===== src/rtl/ram_dump_uart.sv =====
// ram_dump_uart
// Sweeps all 256 locations of a 256x8 single-port RAM through its read port
// after a start pulse and sends each byte out as an 8N1 UART frame, address 0
// first. It is intended for dumping RAM contents to a host terminal.
//
// Ports:
//   sys_clk   in   system clock, all logic on the rising edge
//   rst       in   synchronous active-high reset
//   start     in   one-cycle request pulse, ignored while busy
//   ram_rden  out  RAM read enable, one cycle per byte
//   ram_addr  out  RAM address, holds the last issued address between reads
//   ram_q     in   RAM read data, valid RD_LATENCY cycles after ram_rden
//   tx        out  UART serial output, registered, idles high
//   busy      out  high from acceptance of start until the last stop bit ends
//   done      out  one-cycle pulse after the 256th stop bit completes
`timescale 1ns/1ps

module ram_dump_uart #(
  parameter int CLK_FREQ   = 50_000_000,
  parameter int BAUD       = 9600,
  parameter int RD_LATENCY = 2
) (
  input  logic       sys_clk,
  input  logic       rst,
  input  logic       start,
  output logic       ram_rden,
  output logic [7:0] ram_addr,
  input  logic [7:0] ram_q,
  output logic       tx,
  output logic       busy,
  output logic       done
);

  localparam int BAUD_DIV = CLK_FREQ / BAUD;
  localparam int BAUD_W   = $clog2(BAUD_DIV);
  localparam logic [BAUD_W-1:0] BAUD_LAST = BAUD_W'(BAUD_DIV - 1);
  // RD_WAIT lasts RD_LATENCY-1 cycles; the counter's terminal value is one
  // less than that. With RD_LATENCY=1 the state is bypassed entirely.
  localparam logic [1:0] WAIT_LAST = (RD_LATENCY >= 2) ? 2'(RD_LATENCY - 2) : 2'd0;

  typedef enum logic [2:0] {
    IDLE,
    RD_REQ,
    RD_WAIT,
    LOAD,
    SEND,
    FIN
  } state_t;

  state_t              state_q, state_d;
  logic [7:0]          addr_q, addr_d;
  logic [1:0]          wait_cnt_q, wait_cnt_d;
  logic [BAUD_W-1:0]   baud_cnt_q, baud_cnt_d;
  logic [3:0]          bit_cnt_q, bit_cnt_d;
  logic [9:0]          frame_q, frame_d;
  logic                tx_q, tx_d;

  // State and datapath registers. Reset parks the line high and abandons any
  // dump in progress without producing done.
  always_ff @(posedge sys_clk) begin
    if (rst) begin
      state_q    <= IDLE;
      addr_q     <= 8'd0;
      wait_cnt_q <= 2'd0;
      baud_cnt_q <= '0;
      bit_cnt_q  <= 4'd0;
      frame_q    <= 10'h3FF;
      tx_q       <= 1'b1;
    end else begin
      state_q    <= state_d;
      addr_q     <= addr_d;
      wait_cnt_q <= wait_cnt_d;
      baud_cnt_q <= baud_cnt_d;
      bit_cnt_q  <= bit_cnt_d;
      frame_q    <= frame_d;
      tx_q       <= tx_d;
    end
  end

  // Next-state and datapath logic. tx_d always carries the bit that the line
  // must show in the following cycle, so tx is a plain flop output.
  always_comb begin
    state_d    = state_q;
    addr_d     = addr_q;
    wait_cnt_d = wait_cnt_q;
    baud_cnt_d = baud_cnt_q;
    bit_cnt_d  = bit_cnt_q;
    frame_d    = frame_q;
    tx_d       = tx_q;

    case (state_q)
      IDLE: begin
        tx_d = 1'b1;
        if (start) begin
          addr_d  = 8'd0;
          state_d = RD_REQ;
        end
      end

      RD_REQ: begin
        wait_cnt_d = 2'd0;
        if (RD_LATENCY == 1) begin
          state_d = LOAD;
        end else begin
          state_d = RD_WAIT;
        end
      end

      RD_WAIT: begin
        if (wait_cnt_q == WAIT_LAST) begin
          state_d = LOAD;
        end else begin
          wait_cnt_d = wait_cnt_q + 2'd1;
        end
      end

      // The start bit goes out on the same edge the frame is captured.
      LOAD: begin
        frame_d    = {1'b1, ram_q, 1'b0};
        tx_d       = 1'b0;
        baud_cnt_d = '0;
        bit_cnt_d  = 4'd0;
        state_d    = SEND;
      end

      SEND: begin
        if (baud_cnt_q == BAUD_LAST) begin
          baud_cnt_d = '0;
          if (bit_cnt_q == 4'd9) begin
            tx_d = 1'b1;
            // Checking for 255 before incrementing keeps address 0 from
            // ever being reissued within one dump.
            if (addr_q == 8'hFF) begin
              state_d = FIN;
            end else begin
              addr_d  = addr_q + 8'd1;
              state_d = RD_REQ;
            end
          end else begin
            bit_cnt_d = bit_cnt_q + 4'd1;
            frame_d   = {1'b1, frame_q[9:1]};
            tx_d      = frame_q[1];
          end
        end else begin
          baud_cnt_d = baud_cnt_q + 1'b1;
        end
      end

      // start is not looked at here, so a request coinciding with done is
      // dropped.
      FIN: begin
        state_d = IDLE;
      end

      default: begin
        state_d = IDLE;
      end
    endcase
  end

  assign ram_rden = (state_q == RD_REQ);
  assign ram_addr = addr_q;
  assign tx       = tx_q;
  assign done     = (state_q == FIN);
  assign busy     = (state_q != IDLE) && (state_q != FIN);

endmodule


===== config.mk =====
export PLATFORM = sky130hd
export DESIGN_NAME = ram_dump_uart
export DESIGN_NICKNAME = d
export VERILOG_FILES = /design/src/rtl/ram_dump_uart.sv
export SDC_FILE = /design/constraint.sdc
export NUM_CORES = 1
export LEC_CHECK = 0
export BUFFER_PORTS_ARGS = -buffer_cell sky130_fd_sc_hd__buf_2
export CAP_MARGIN = 10
export CORE_UTILIZATION = 62
export DETAILED_ROUTE_END_ITERATION = 10
export HOLD_SLACK_MARGIN = 0.1
export PLACE_DENSITY = 0.84
export SLEW_MARGIN = 20
export SYNTH_ARGS = -nofsm -noshare
export SYNTH_HDL_FRONTEND = slang
export SYNTH_SLANG_ARGS = --single-unit

===== constraint.sdc =====
create_clock -name sys_clk -period 3.25 [get_ports sys_clk]
set_clock_uncertainty 0.05 [all_clocks]
set_input_delay 0.8125 -clock sys_clk [delete_from_list [all_inputs] [get_ports sys_clk]]
set_output_delay 0.8125 -clock sys_clk [all_outputs]
set_load 0.01 [all_outputs]

## Word-level counts from Yosys, hierarchy flattened

Cells that the tools add are included.
W data, S select, Z words.

| word-level totals | value |
|---|---|
| register bits after elaboration | 41 |
| output and inout bits | 12 |
| bits of input ports | 11 |
| logic and storage cells | 64 |

| cells by class | value |
|---|---|
| multiplexer cells | 24 |
| equal/unequal tests | 16 |
| add/subtract/negate cells | 4 |
| reduce and logical (&&, ||, !) cells | 13 |

Operator list:

| operator | count |
|---|---|
| $mux W8 | 4 |
| $pmux W13 S2 | 1 |
| $mux W10 | 2 |
| $pmux W10 S2 | 1 |
| $pmux W8 S2 | 1 |
| $mux W3 | 5 |
| $pmux W3 S5 | 1 |
| $ne A2 B2 Y1 const B | 7 |
| $add A13 B1 Y13 const B | 1 |
| $eq A13 B13 Y1 const B | 1 |
| $mux W13 | 1 |
| $add A8 B1 Y8 const B | 1 |
| $eq A8 B8 Y1 const B | 1 |
| $mux W4 | 2 |
| $pmux W4 S2 | 1 |
| $eq A3 B2 Y1 const B | 2 |
| $eq A3 B3 Y1 const B | 2 |
| $reduce_bool A2 Y1 | 3 |
| $reduce_bool A3 Y1 | 2 |
| $reduce_and A5 Y1 | 1 |
| $add A4 B1 Y4 const B | 1 |
| $eq A4 B4 Y1 const B | 1 |
| $pmux W2 S2 | 1 |
| $reduce_and A2 Y1 | 2 |
| 11 further kinds | 12 |

## Logic depth before layout (Yosys ltp)

Gate-level depths: netlist of the first run.

| depth | value |
|---|---|
| depth in word-level cells | 5 |
| gate-level depth with buffers | 7 |
| mapped depth without buffers | 6 |

## Worst setup path before layout of the first run

Ideal clock, no wire load.

| timing path | value |
|---|---|
| kind | register -> register |
| from | register baud_cnt_q[7] |
| to | register bit_cnt_q[1] |
| data required time | 3.097 ns |
| cell stages (with the launch flop) | 6 |
| period minus slack after synthesis | 2.058 ns |
| setup time | 0.103 ns |
| buffers on the path | 1 |
| arrival | 1.905 ns |
| slack | 1.192 ns |
| cell sequence | dfxtp_1 or4b_4 o31a_1 or2_1 buf_6 a2111oi_2 |

| on the way | value |
|---|---|
| word-level cells in the longest chain between the ends | 3 |

RTL lines:

| element | RTL line | RTL |
|---|---|---|
| start, declared | 53 | `logic [BAUD_W-1:0] baud_cnt_q, baud_cnt_d;` |
| start signal, assigned | 73 | `baud_cnt_q <= baud_cnt_d;` |
| $eq A13 B13 Y1 | 127 | `if (baud_cnt_q == BAUD_LAST) begin` |
| $ne A2 B2 Y1 (no line) | - |  |
| $reduce_and A3 Y1 (no line) | - |  |
| end signal, assigned | 74 | `bit_cnt_q <= bit_cnt_d;` |
| end, declared | 54 | `logic [3:0] bit_cnt_q, bit_cnt_d;` |

Every way passes these cells.
A chain may end at the register's enable or synchronous reset.

## Final worst setup path of the first run

| timing path | value |
|---|---|
| from | register state_q[2] |
| to | register addr_q[7], in the netlist ram_addr[7] |

| on the way | value |
|---|---|
| word-level cells in the longest chain between the ends | 3 |
| elaborated cells between the ends (all ways) | 9 |
| those cells by class | 5 x eq/ne; 1 x mux; 3 x reduce/logical |

RTL lines:

| element | RTL line | RTL |
|---|---|---|
| start, declared | 50 | `state_t state_q, state_d;` |
| start signal, assigned | 70 | `state_q <= state_d;` |
| $eq A3 B3 Y1 / $logic_not A3 Y1 (equally long branches) | 91 | `case (state_q)` |
| $ne A2 B2 Y1 (no line) / $reduce_bool A2 Y1 (equally long branches) | - |  |
| $reduce_and A5 Y1 (no line) | - |  |
| end signal, assigned | 71 | `addr_q <= addr_d;` |
| end, declared | 51 | `logic [7:0] addr_q, addr_d;` |

Several ways; a longest one is shown, not always the timed one.

==> results_dict.tcl, run 1 <==
set metrics [dict create \
    cts_buffer_depth 2 \
    endpoint "ram_addr[7]$_SDFFE_PP0P_" \
    powerDensity_nw_per_um2 682 \
    timing.fmax_ghz 0.394 \
    p_sw_uw 669 \
    ys_ff_latch 39 \
    crit_type "register to register" \
    yosys-top-cells-area "dfxtp_1 (36%), nor2_1 (4.9%), o21ai_0 (4.9%)" \
    endpoint_kind "register" \
    vias_per_cell 6.38 \
    numCtsBuffers 5 \
    reg2regPathDepth 4 \
    yosysTopAreaCell "dfxtp_1" \
    cts_setup_buffers 0 \
    cts.clk_slew.worst_paths_ps 120 \
    port_buffers 22 \
    synth_ff_type "dfxtp_1" \
    arrival_ps 2740 \
    p_int_uw 939 \
    first_iter_violations 157 \
    tritoncts "built" \
    hold_violations 0 \
    rrSetupSlack_ps 710 \
    period_needed_ps 2540 \
    power_frac_clock_pct 17.7 \
    gp_congestion 0.839 \
    fin_crit_sh_pct 78.1 \
    cts-root-buf "clkbuf_4" \
    slew_headroom_pct 37.0 \
    vias 2060 \
    vdd_drop_max_mv 0.398 \
    instances_no_fill 323 \
    finalSetupViolations 0 \
    first_pass_iters 4 \
    fp.dieH_um 60.9 \
    worst_slew_pin_slew_ps 945 \
    grt-ovfl-total 0 \
    dieArea_sq_um 3710 \
    ys_seq_area_share_pct 36.3 \
    ctsHoldBuffers 0 \
    drc 0 \
    leakagePower_uw 0.000791 \
    die_x_um 60.9 \
    wire_per_inst_um 14.1 \
    clock_latency_ps 350 \
    reg2reg_to "ram_addr[7]$_SDFFE_PP0P_" \
    dp_hpwl_um 3250 \
    rsz0062_at_grt "false" \
    cp_max_fo 15 \
    area_growth_pct 9.60 \
    cts_resized 0 \
    synth_cell_type_count 59 \
    syn_area_sq_um 2150 \
    yosysTopAreaCellShare_pct 36.3 \
    ys_warn_count 0 \
    grt_pass1_vias 1722 \
    synth_edf_count 0 \
    synth.avg_cell_area_sq_um 8.33 \
    seqPwrFrac_pct 41.3 \
    clkSinkCount 39 \
    total_power_uw 1610 \
    slew_violations 0 \
    setup_slack_ps 711 \
    status "complete, no violations" \
    timing.rr.start "state_q[2]$_SDFFE_PP0P_" \
    synth_nets 274 \
    grt_antenna_before_repair 0 \
    cp-start-kind "register" \
    layout-drive-gt1-share_pct 15.5 \
    required_ps 3450 \
    drv_cap 0 \
    start_util_pct 64.4 \
    hold_path.class "register to register" \
    synthCells 258 \
    post-place-ws_ps 745 \
    combPwrFrac_pct 41.0 \
    grt_max_degree 18 \
    sw_frac_of_total_pct 41.6 \
    htreeDepth 2 \
    wirelength_um 4570 \
    grt_pass1_wl_um 7610 \
    utilization_pct 70.6 \
    drt.antenna.violating_nets 0 \
    final_nets 292 \
    boundaryPins 23 \
    dp.cells 315 \
    rows 21 \
    grt_usage_pct 27.4 \
    diodes 0 \
    cp-startpoint "state_q[2]$_SDFFE_PP0P_" \
    finalSetupTns_ps 0 \
    core-area_sq_um 3340 \
    ys_async_sr_fraction_pct 0 \
]
worst min path at each step:
stage          cells after the start                   startpoint                     endpoint  slack, ps
2_1_floorplan                      1  baud_cnt_q[12]$_SDFFE_PP0P_  baud_cnt_q[12]$_SDFFE_PP0P_        390
3_3_place_gp                       2    bit_cnt_q[3]$_SDFFE_PP0P_    bit_cnt_q[3]$_SDFFE_PP0P_        430
3_5_place_dp                       1  baud_cnt_q[12]$_SDFFE_PP0P_  baud_cnt_q[12]$_SDFFE_PP0P_        430
4_1_cts                            1  baud_cnt_q[12]$_SDFFE_PP0P_  baud_cnt_q[12]$_SDFFE_PP0P_        450
5_1_grt                            2    bit_cnt_q[3]$_SDFFE_PP0P_    bit_cnt_q[3]$_SDFFE_PP0P_        480
6_report                           1  baud_cnt_q[12]$_SDFFE_PP0P_  baud_cnt_q[12]$_SDFFE_PP0P_        450
cells by family after synthesis:
family / count (synthesis) / share of synthesized area [%]
and+or+nand+nor: 100 / 25.6
AOI/OAI and AO/OA: 82 / 27.9
adders and majority gates: 5 / 2.91
DFF: 39 / 36.3
xor gates and xnor gates: 2 / 0.815
muxes: 2 / 0.990
buffers and inverters: 28 / 5.41
cell usage in the layout, fill, tap and decap left out, types with 2 or more instances in the layout:
cell type  instances
nand4_1            3
buf_2             22
inv_1             11
a22oi_1            3
nor2_1            28
nor3_1             6
o21ai_0           21
clkbuf_8           2
nor4_1             5
a21oi_1           10
nand2_1           17
o31a_1             3
ha_1               5
nor3b_1            2
a311oi_1           9
nand3_1            8
a32o_1             4
o221a_1            3
xnor2_1            2
a21o_1             2
dfxtp_1           39
a211oi_1           3
o31ai_1            5
or3_1              3
nand3b_1           3
or4_1              4
nand2b_1           2
nor2b_1            4
buf_4              6
clkbuf_4           5
o311ai_1           7
layout make-up:
class                           instances  area, sq um
Fill cell                             273          981
Tap cell                               46         57.6
Timing Repair Buffer                   28          155
Inverter                               11         41.3
Multi-Input combinational cell        191         1250
Sequential cell                        39          781
Clock buffer                            8         68.8
synth_stat cells (2+ instances only):
cell type and number:
o31a_1 3, a32o_1 4, inv_1 11, nor2b_1 4, nor3_1 6, o21ai_0 21, dfxtp_1 39, nand2b_1 2
ha_1 5, a22oi_1 3, nand3_1 8, or4_1 4, a211oi_1 3, nor3b_1 2, nand2_1 17, a21oi_1 10
xnor2_1 2, nand3b_1 3, nand4_1 3, o311ai_1 7, o31ai_1 5, a311oi_1 9, clkbuf_1 13, buf_2 3
a21o_1 2, nor2_1 28, or3_1 3, o221a_1 3, nor4_1 5
power by group through the flow:
stage / registers (uW) / logic (uW) / clock network [uW]
5_1_grt: 680 / 742 / 304
2_1_floorplan: 614 / 557 / 0
6_report: 665 / 659 / 284
4_1_cts: 663 / 656 / 281
3_5_place_dp: 674 / 652 / 0
3_3_place_gp: 669 / 644 / 0
sequential cells by signal (all words and copies together) (netlist names):
register	count
wait_cnt_q	2
tx	1
bit_cnt_q	4
state_q	3
ram_addr	8
frame_q	8
baud_cnt_q	13
through the flow:
step | area (sq um) | hold WS, ps
2_1_floorplan | 2150 | 386
3_3_place_gp | 2290 | 425
3_5_place_dp | 2290 | 433
4_1_cts | 2360 | 448
5_1_grt | 2360 | 479
6_report | 2360 | 445
layer usage:
| layer | track usage, % | share of wire (%) | wire, um | up-vias |
|---|---|---|---|---|
| met5 | 0 | 0 | 0 | - |
| met4 | 11.4 | 1.6 | 72 | 0 |
| met3 | 5.12 | 5.6 | 256 | 10 |
| met2 | 42.2 | 46 | 2090 | 72 |
| met1 | 37.8 | 47 | 2150 | 958 |
| li1 | - | - | - | 1020 |
worst max-delay path, cell delays in order (launching register included):
cell and delay, ps:
dfxtp_1 560, or3b_1 620, nor4_2 760, nor3_1 190, a32o_1 260
No activity file was read; power rests on OpenSTA's default activity.
==> inputs of run 2 (changes only) <==
--- a/config.mk
+++ b/config.mk
@@ -5,12 +5,13 @@
 export SDC_FILE = /design/constraint.sdc
 export NUM_CORES = 1
 export LEC_CHECK = 0
+export ABC_AREA = 1
 export BUFFER_PORTS_ARGS = -buffer_cell sky130_fd_sc_hd__buf_2
 export CAP_MARGIN = 10
-export CORE_UTILIZATION = 62
+export CORE_UTILIZATION = 52
 export DETAILED_ROUTE_END_ITERATION = 10
 export HOLD_SLACK_MARGIN = 0.1
-export PLACE_DENSITY = 0.84
+export PLACE_DENSITY = 0.75
 export SLEW_MARGIN = 20
 export SYNTH_ARGS = -nofsm -noshare
 export SYNTH_HDL_FRONTEND = slang
==> constraint.sdc (replaced) <==
create_clock -name sys_clk -period 2.3 [get_ports sys_clk]
set_clock_uncertainty 0.05 [all_clocks]
set_input_delay 0.575 -clock sys_clk [delete_from_list [all_inputs] [get_ports sys_clk]]
set_output_delay 0.575 -clock sys_clk [all_outputs]
set_load 0.01 [all_outputs]
==> run 2 against run 1 <==
- flip-flop and latch count stayed put
- count of clock-buffer cells in the layout stayed put
- combinational power is 5.2% higher
- non-clock buffer count is 5 lower
==> results_dict.tcl, run 2 <==
set metrics [dict create \
    wire_per_inst_um 12.2 \
    synthCells 311 \
    hold_depth 2 \
    synth_most_common_cell "nand2_1" \
    fin_crit_sh_pct 89.7 \
    synth_edf_count 0 \
    ys_async_sr_fraction_pct 0 \
    final_common_cell "nand2_1" \
    grt-ovfl-total 0 \
    clock_latency_ps 290 \
    drc 0 \
    worst_slew_pin_slew_ps 571 \
    status "complete, no violations" \
    vias_per_cell 5.25 \
    post-place-ws_ps 273 \
    required_ps 2400 \
    drt.antenna.violating_nets 0 \
    htreeDepth 2 \
    cp-start-kind "register" \
    endpoint_kind "register" \
    setup_slack_ps 238 \
    synth.avg_cell_area_sq_um 6.82 \
    leakagePower_uw 0.000970 \
    tritoncts "built" \
    numCtsBuffers 5 \
    path_delay_family "simple AND/OR/NAND/NOR gates" \
    rows 22 \
    finalSetupViolations 0 \
    die_x_um 65.9 \
    yosys-top-cells-area "dfxtp_1 (37%), nand2_1 (14%), nor2_1 (7.1%)" \
    reg2regPathDepth 8 \
    synth_ff_type "dfxtp_1" \
    ys_warn_count 0 \
    cts.clk_slew.worst_paths_ps 70 \
    top_register "baud_cnt_q" \
    cp.depth 8 \
    grt_pass1_wl_um 7850 \
    hold_path.class "register to register" \
    dieArea_sq_um 4340 \
    dp_hpwl_um 3270 \
    layout-drive-gt1-share_pct 15.0 \
    crit_type "register to register" \
    ys_ff_latch 39 \
    gp_congestion 0.839 \
    synthTopCellsByCount "nand2_1 (77), nor2_1 (40), dfxtp_1 (39)" \
    worstPathCellList "nor2_4 -> nand2_4 -> inv_2 -> nand2_4 -> o21ai_2 -> inv_2 -> o211ai_1 -> nand3_1" \
    grt_antenna_before_repair 0 \
    ctsHoldBuffers 0 \
    cts-root-buf "clkbuf_8" \
    yosysTopAreaCellShare_pct 36.8 \
    port_buffers 22 \
    finalSetupTns_ps 0 \
    rsz0062_at_grt "false" \
    drv_cap 0 \
    seqCellArea_sq_um 781 \
    synth_cell_type_count 32 \
    cts_resized 0 \
    vias 2005 \
    largest_reg_flops 13 \
    area_growth_pct 10.6 \
    grt_max_degree 22 \
    syn_area_sq_um 2120 \
    cp_slowest_stage_delay_ps 360 \
    critPathSlowestCell "dfxtp_1" \
    core-area_sq_um 3800 \
    first_pass_iters 5 \
    first_iter_violations 127 \
    clkSinkCount 39 \
    yosysTopAreaCell "dfxtp_1" \
    hold_violations 0 \
    synth_nets 327 \
    slew_violations 0 \
    cts_buffer_depth 2 \
    vdd_drop_max_mv 0.514 \
    grt_pass1_vias 1832 \
    powerDensity_nw_per_um2 881 \
    slew_headroom_pct 61.9 \
    fillCellCount 361 \
    ys_seq_area_share_pct 36.8 \
    period_needed_ps 2060 \
    worst-path-buf-inv 2 \
    start_util_pct 55.9 \
    cp_max_fo 19 \
    final_nets 349 \
    cts_setup_buffers 0 \
    boundaryPins 23 \
    wirelength_um 4670 \
    multi_input_area_sq_um 1170 \
    final_cell_mix "nand2_1 (77), nor2_1 (40), dfxtp_1 (39)" \
    fp.dieH_um 65.9 \
    diodes 0 \
    grt_usage_pct 23.6 \
    arrival_ps 2160 \
    timing.fmax_ghz 0.485 \
]
[run 2: metrics by stage]
step,util [%],instances,area [sq um],power (uW),hold WS [ps]
4_1_cts,61.8,382,2350,2080,429
3_5_place_dp,59.1,374,2250,1560,410
3_3_place_gp,59.1,374,2250,1550,400
5_1_grt,61.8,382,2350,2220,443
2_1_floorplan,-,311,2120,1420,385
6_report,61.8,382,2350,2070,424
[run 2: cell families after synthesis]
family	Yosys count	share of synthesized area (%)
AND/OR/NAND/NOR	166	35.1
AO/OA/AOI/OAI	59	15.9
buffers and inverters	39	8.02
flip-flops	39	36.8
adder cells (fa/ha/maj)	5	2.95
XOR/XNOR	3	1.24
[run 2: worst paths after layout]
path                                 from                       to  slack [ps]
setup / recovery  state_q[0]$_SDFFE_PP0P_  frame_q[7]$_SDFFE_PP1P_         240
hold / removal    frame_q[6]$_SDFFE_PP1P_  frame_q[6]$_SDFFE_PP1P_         420
setup reg to reg  state_q[0]$_SDFFE_PP0P_  frame_q[7]$_SDFFE_PP1P_         240
hold reg to reg   frame_q[6]$_SDFFE_PP1P_  frame_q[6]$_SDFFE_PP1P_         420
[run 2: worst register-to-register path, delay by kind of cell, from the launching register on]
| family | cells | cell delay, ps |
|---|---|---|
| simple gates | 4 | 630 |
| compound gates | 2 | 400 |
| buf+inv | 2 | 480 |
| flops | 1 | 360 |
[run 2: cell type report]
type / instances / area share, %
Multi-Input combinational cell: 233 / 49.9
Sequential cell: 39 / 33.3
Timing Repair Buffer: 23 / 5.01
Inverter: 31 / 4.96
Clock buffer: 8 / 4.27
Tap cell: 48 / 2.56
[run 2: layer usage]
metal / GRT usage (%) / up-vias / wire (um)
li1: - / 1064 / -
met1: 29.3 / 904 / 2370
met2: 38.1 / 29 / 2090
met3: 6.03 / 8 / 142
met4: 10.1 / 0 / 74
met5: 0 / - / 0
[run 2: where the power goes]
part	internal (uW)	switching, uW
logic	228	465
clock network	274	236
registers	782	82.9
total	1280	784
==> inputs of run 3 (changes only) <==
--- a/config.mk
+++ b/config.mk
@@ -8,10 +8,11 @@
 export ABC_AREA = 1
 export BUFFER_PORTS_ARGS = -buffer_cell sky130_fd_sc_hd__buf_2
 export CAP_MARGIN = 10
-export CORE_UTILIZATION = 52
+export CORE_ASPECT_RATIO = 0.6
+export CORE_UTILIZATION = 62
 export DETAILED_ROUTE_END_ITERATION = 10
 export HOLD_SLACK_MARGIN = 0.1
-export PLACE_DENSITY = 0.75
+export PLACE_DENSITY = 0.84
 export SLEW_MARGIN = 20
 export SYNTH_ARGS = -nofsm -noshare
 export SYNTH_HDL_FRONTEND = slang
==> constraint.sdc (replaced) <==
create_clock -name sys_clk -period 2.4 [get_ports sys_clk]
set_clock_uncertainty 0.05 [all_clocks]
set_input_delay 0.6 -clock sys_clk [delete_from_list [all_inputs] [get_ports sys_clk]]
set_output_delay 0.6 -clock sys_clk [all_outputs]
set_load 0.01 [all_outputs]
==> run 3 against run 2 <==
- sequential share of layout area is 0.053 points higher
- global-route usage is 3.9 points higher
- cell count is 0.79% lower
- via count is 5.1% higher
- setup slack better by 78 ps
- critical path type unchanged
==> results_dict.tcl, run 3 (synthesized netlist as in run 2, its figures left out) <==
set metrics [dict create \
    fin_crit_sh_pct 86.8 \
    utilization_pct 71.8 \
    drc 0 \
    wirelength_um 4960 \
    worstPathCellList "nor2_4 -> nand2_4 -> inv_2 -> nand2_4 -> o21ai_2 -> inv_2 -> o211ai_1 -> nand3_1" \
    port_buffers 22 \
    period_needed_ps 2080 \
    cp.depth 8 \
    rows 16 \
    status "complete, no violations" \
    critPathSlowestCell "dfxtp_1" \
    vias 2108 \
    grt_pass1_wl_um 7690 \
    dp_hpwl_um 3480 \
    powerDensity_nw_per_um2 849 \
    top_register "baud_cnt_q" \
    drv_cap 0 \
    gp_congestion 0.836 \
    final_cell_mix "nand2_1 (77), nor2_1 (40), dfxtp_1 (39)" \
    reg2reg_to "frame_q[5]$_SDFFE_PP1P_" \
    path_delay_family "simple AND/OR/NAND/NOR gates" \
    whs_ps 421 \
    total_power_uw 1990 \
    arrival_ps 2180 \
    required_ps 2500 \
    ctsHoldBuffers 0 \
    grt_antenna_before_repair 0 \
    diodes 0 \
    finalSetupViolations 0 \
    drt.antenna.violating_nets 0 \
    cp_slowest_stage_delay_ps 360 \
    die_x_um 77.5 \
    reg2regPathDepth 8 \
    layout-drive-gt1-share_pct 15.0 \
    start_util_pct 65.0 \
    cp-startpoint "state_q[0]$_SDFFE_PP0P_" \
    boundaryPins 23 \
    grt_max_degree 22 \
    vdd_drop_max_mv 0.541 \
    cts.clk_slew.worst_paths_ps 70 \
    tritoncts "built" \
    slew_headroom_pct 59.6 \
    endpoint "frame_q[5]$_SDFFE_PP1P_" \
    clkSinkCount 39 \
    final_nets 349 \
    dieArea_sq_um 3670 \
    grt-ovfl-total 0 \
    core-area_sq_um 3260 \
    cts_resized 0 \
    hold_violations 0 \
    fp.dieH_um 47.3 \
    cts_buffer_depth 2 \
    worst-path-buf-inv 2 \
    cts_setup_buffers 0 \
    largest_reg_flops 13 \
    area_growth_pct 10.4 \
    first_iter_violations 144 \
    hold_path.class "register to register" \
    htreeDepth 2 \
    grt_usage_pct 27.5 \
    endpoint_kind "register" \
    cp-start-kind "register" \
    finalSetupTns_ps 0 \
    crit_type "register to register" \
    numCtsBuffers 5 \
    wire_per_inst_um 13.1 \
    cp_max_fo 19 \
    final_common_cell "nand2_1" \
    rrSetupSlack_ps 320 \
    rsz0062_at_grt "false" \
    first_pass_iters 5 \
    clock_latency_ps 290 \
    timing.rr.start "state_q[0]$_SDFFE_PP0P_" \
    worst_slew_pin_slew_ps 606 \
    grt_pass1_vias 1680 \
    leakagePower_uw 0.000970 \
    cts-root-buf "clkbuf_8" \
    slew_violations 0 \
    vias_per_cell 5.56 \
    timing.fmax_ghz 0.480 \
]
## run 3: cell counts in the layout (fill, tap and decap cells not counted)
No cell type changed its count.
## run 3: final cells by class
cell class                      count  area (sq um)
Multi-Input combinational cell    233          1170
Tap cell                           45          56.3
Inverter                           31           116
Timing Repair Buffer               23           118
Fill cell                         288           921
Clock buffer                        8           100
Sequential cell                    39           781
## run 3: worst min path at each step
stage                             from                 endpoint  slack [ps]  depth (start not counted)
2_1_floorplan  frame_q[2]$_SDFFE_PP1P_  frame_q[2]$_SDFFE_PP1P_         380                          2
3_3_place_gp   frame_q[7]$_SDFFE_PP1P_  frame_q[7]$_SDFFE_PP1P_         400                          2
3_5_place_dp   frame_q[7]$_SDFFE_PP1P_  frame_q[7]$_SDFFE_PP1P_         400                          2
4_1_cts        frame_q[7]$_SDFFE_PP1P_  frame_q[7]$_SDFFE_PP1P_         420                          2
5_1_grt        frame_q[8]$_SDFFE_PP1P_  frame_q[8]$_SDFFE_PP1P_         460                          2
6_report       frame_q[7]$_SDFFE_PP1P_  frame_q[7]$_SDFFE_PP1P_         420                          2
## run 3: per-layer routing
metal	GRT usage (%)	vias up	share of wire (%)	routed length [um]
li1	-	1060	-	-
met2	40.9	88	43	2120
met4	9.43	0	1.1	56
met5	0	-	0	0
met3	6.80	10	7.6	375
met1	39.3	950	49	2410
## run 3: tightest hold or removal path, stage by stage, from the launching register on
cell,delay (ps)
dfxtp_1,330
nand2_1,50
nand3_1,60
## run 3: power by group
| group | internal [uW] | total [uW] | switching, uW |
|---|---|---|---|
| Sequential | 749 | 828 | 78.9 |
| Combinational | 218 | 672 | 454 |
| Clock | 262 | 490 | 227 |
| Total | 1230 | 1990 | 760 |
## run 3: stage by stage
stage	std cells	setup WS [ps]	cell area, sq um
after floorplan	311	829	2120
after global placement	371	495	2240
after detailed placement	371	370	2240
after CTS	379	359	2340
after global routing	379	194	2340
final	379	316	2340
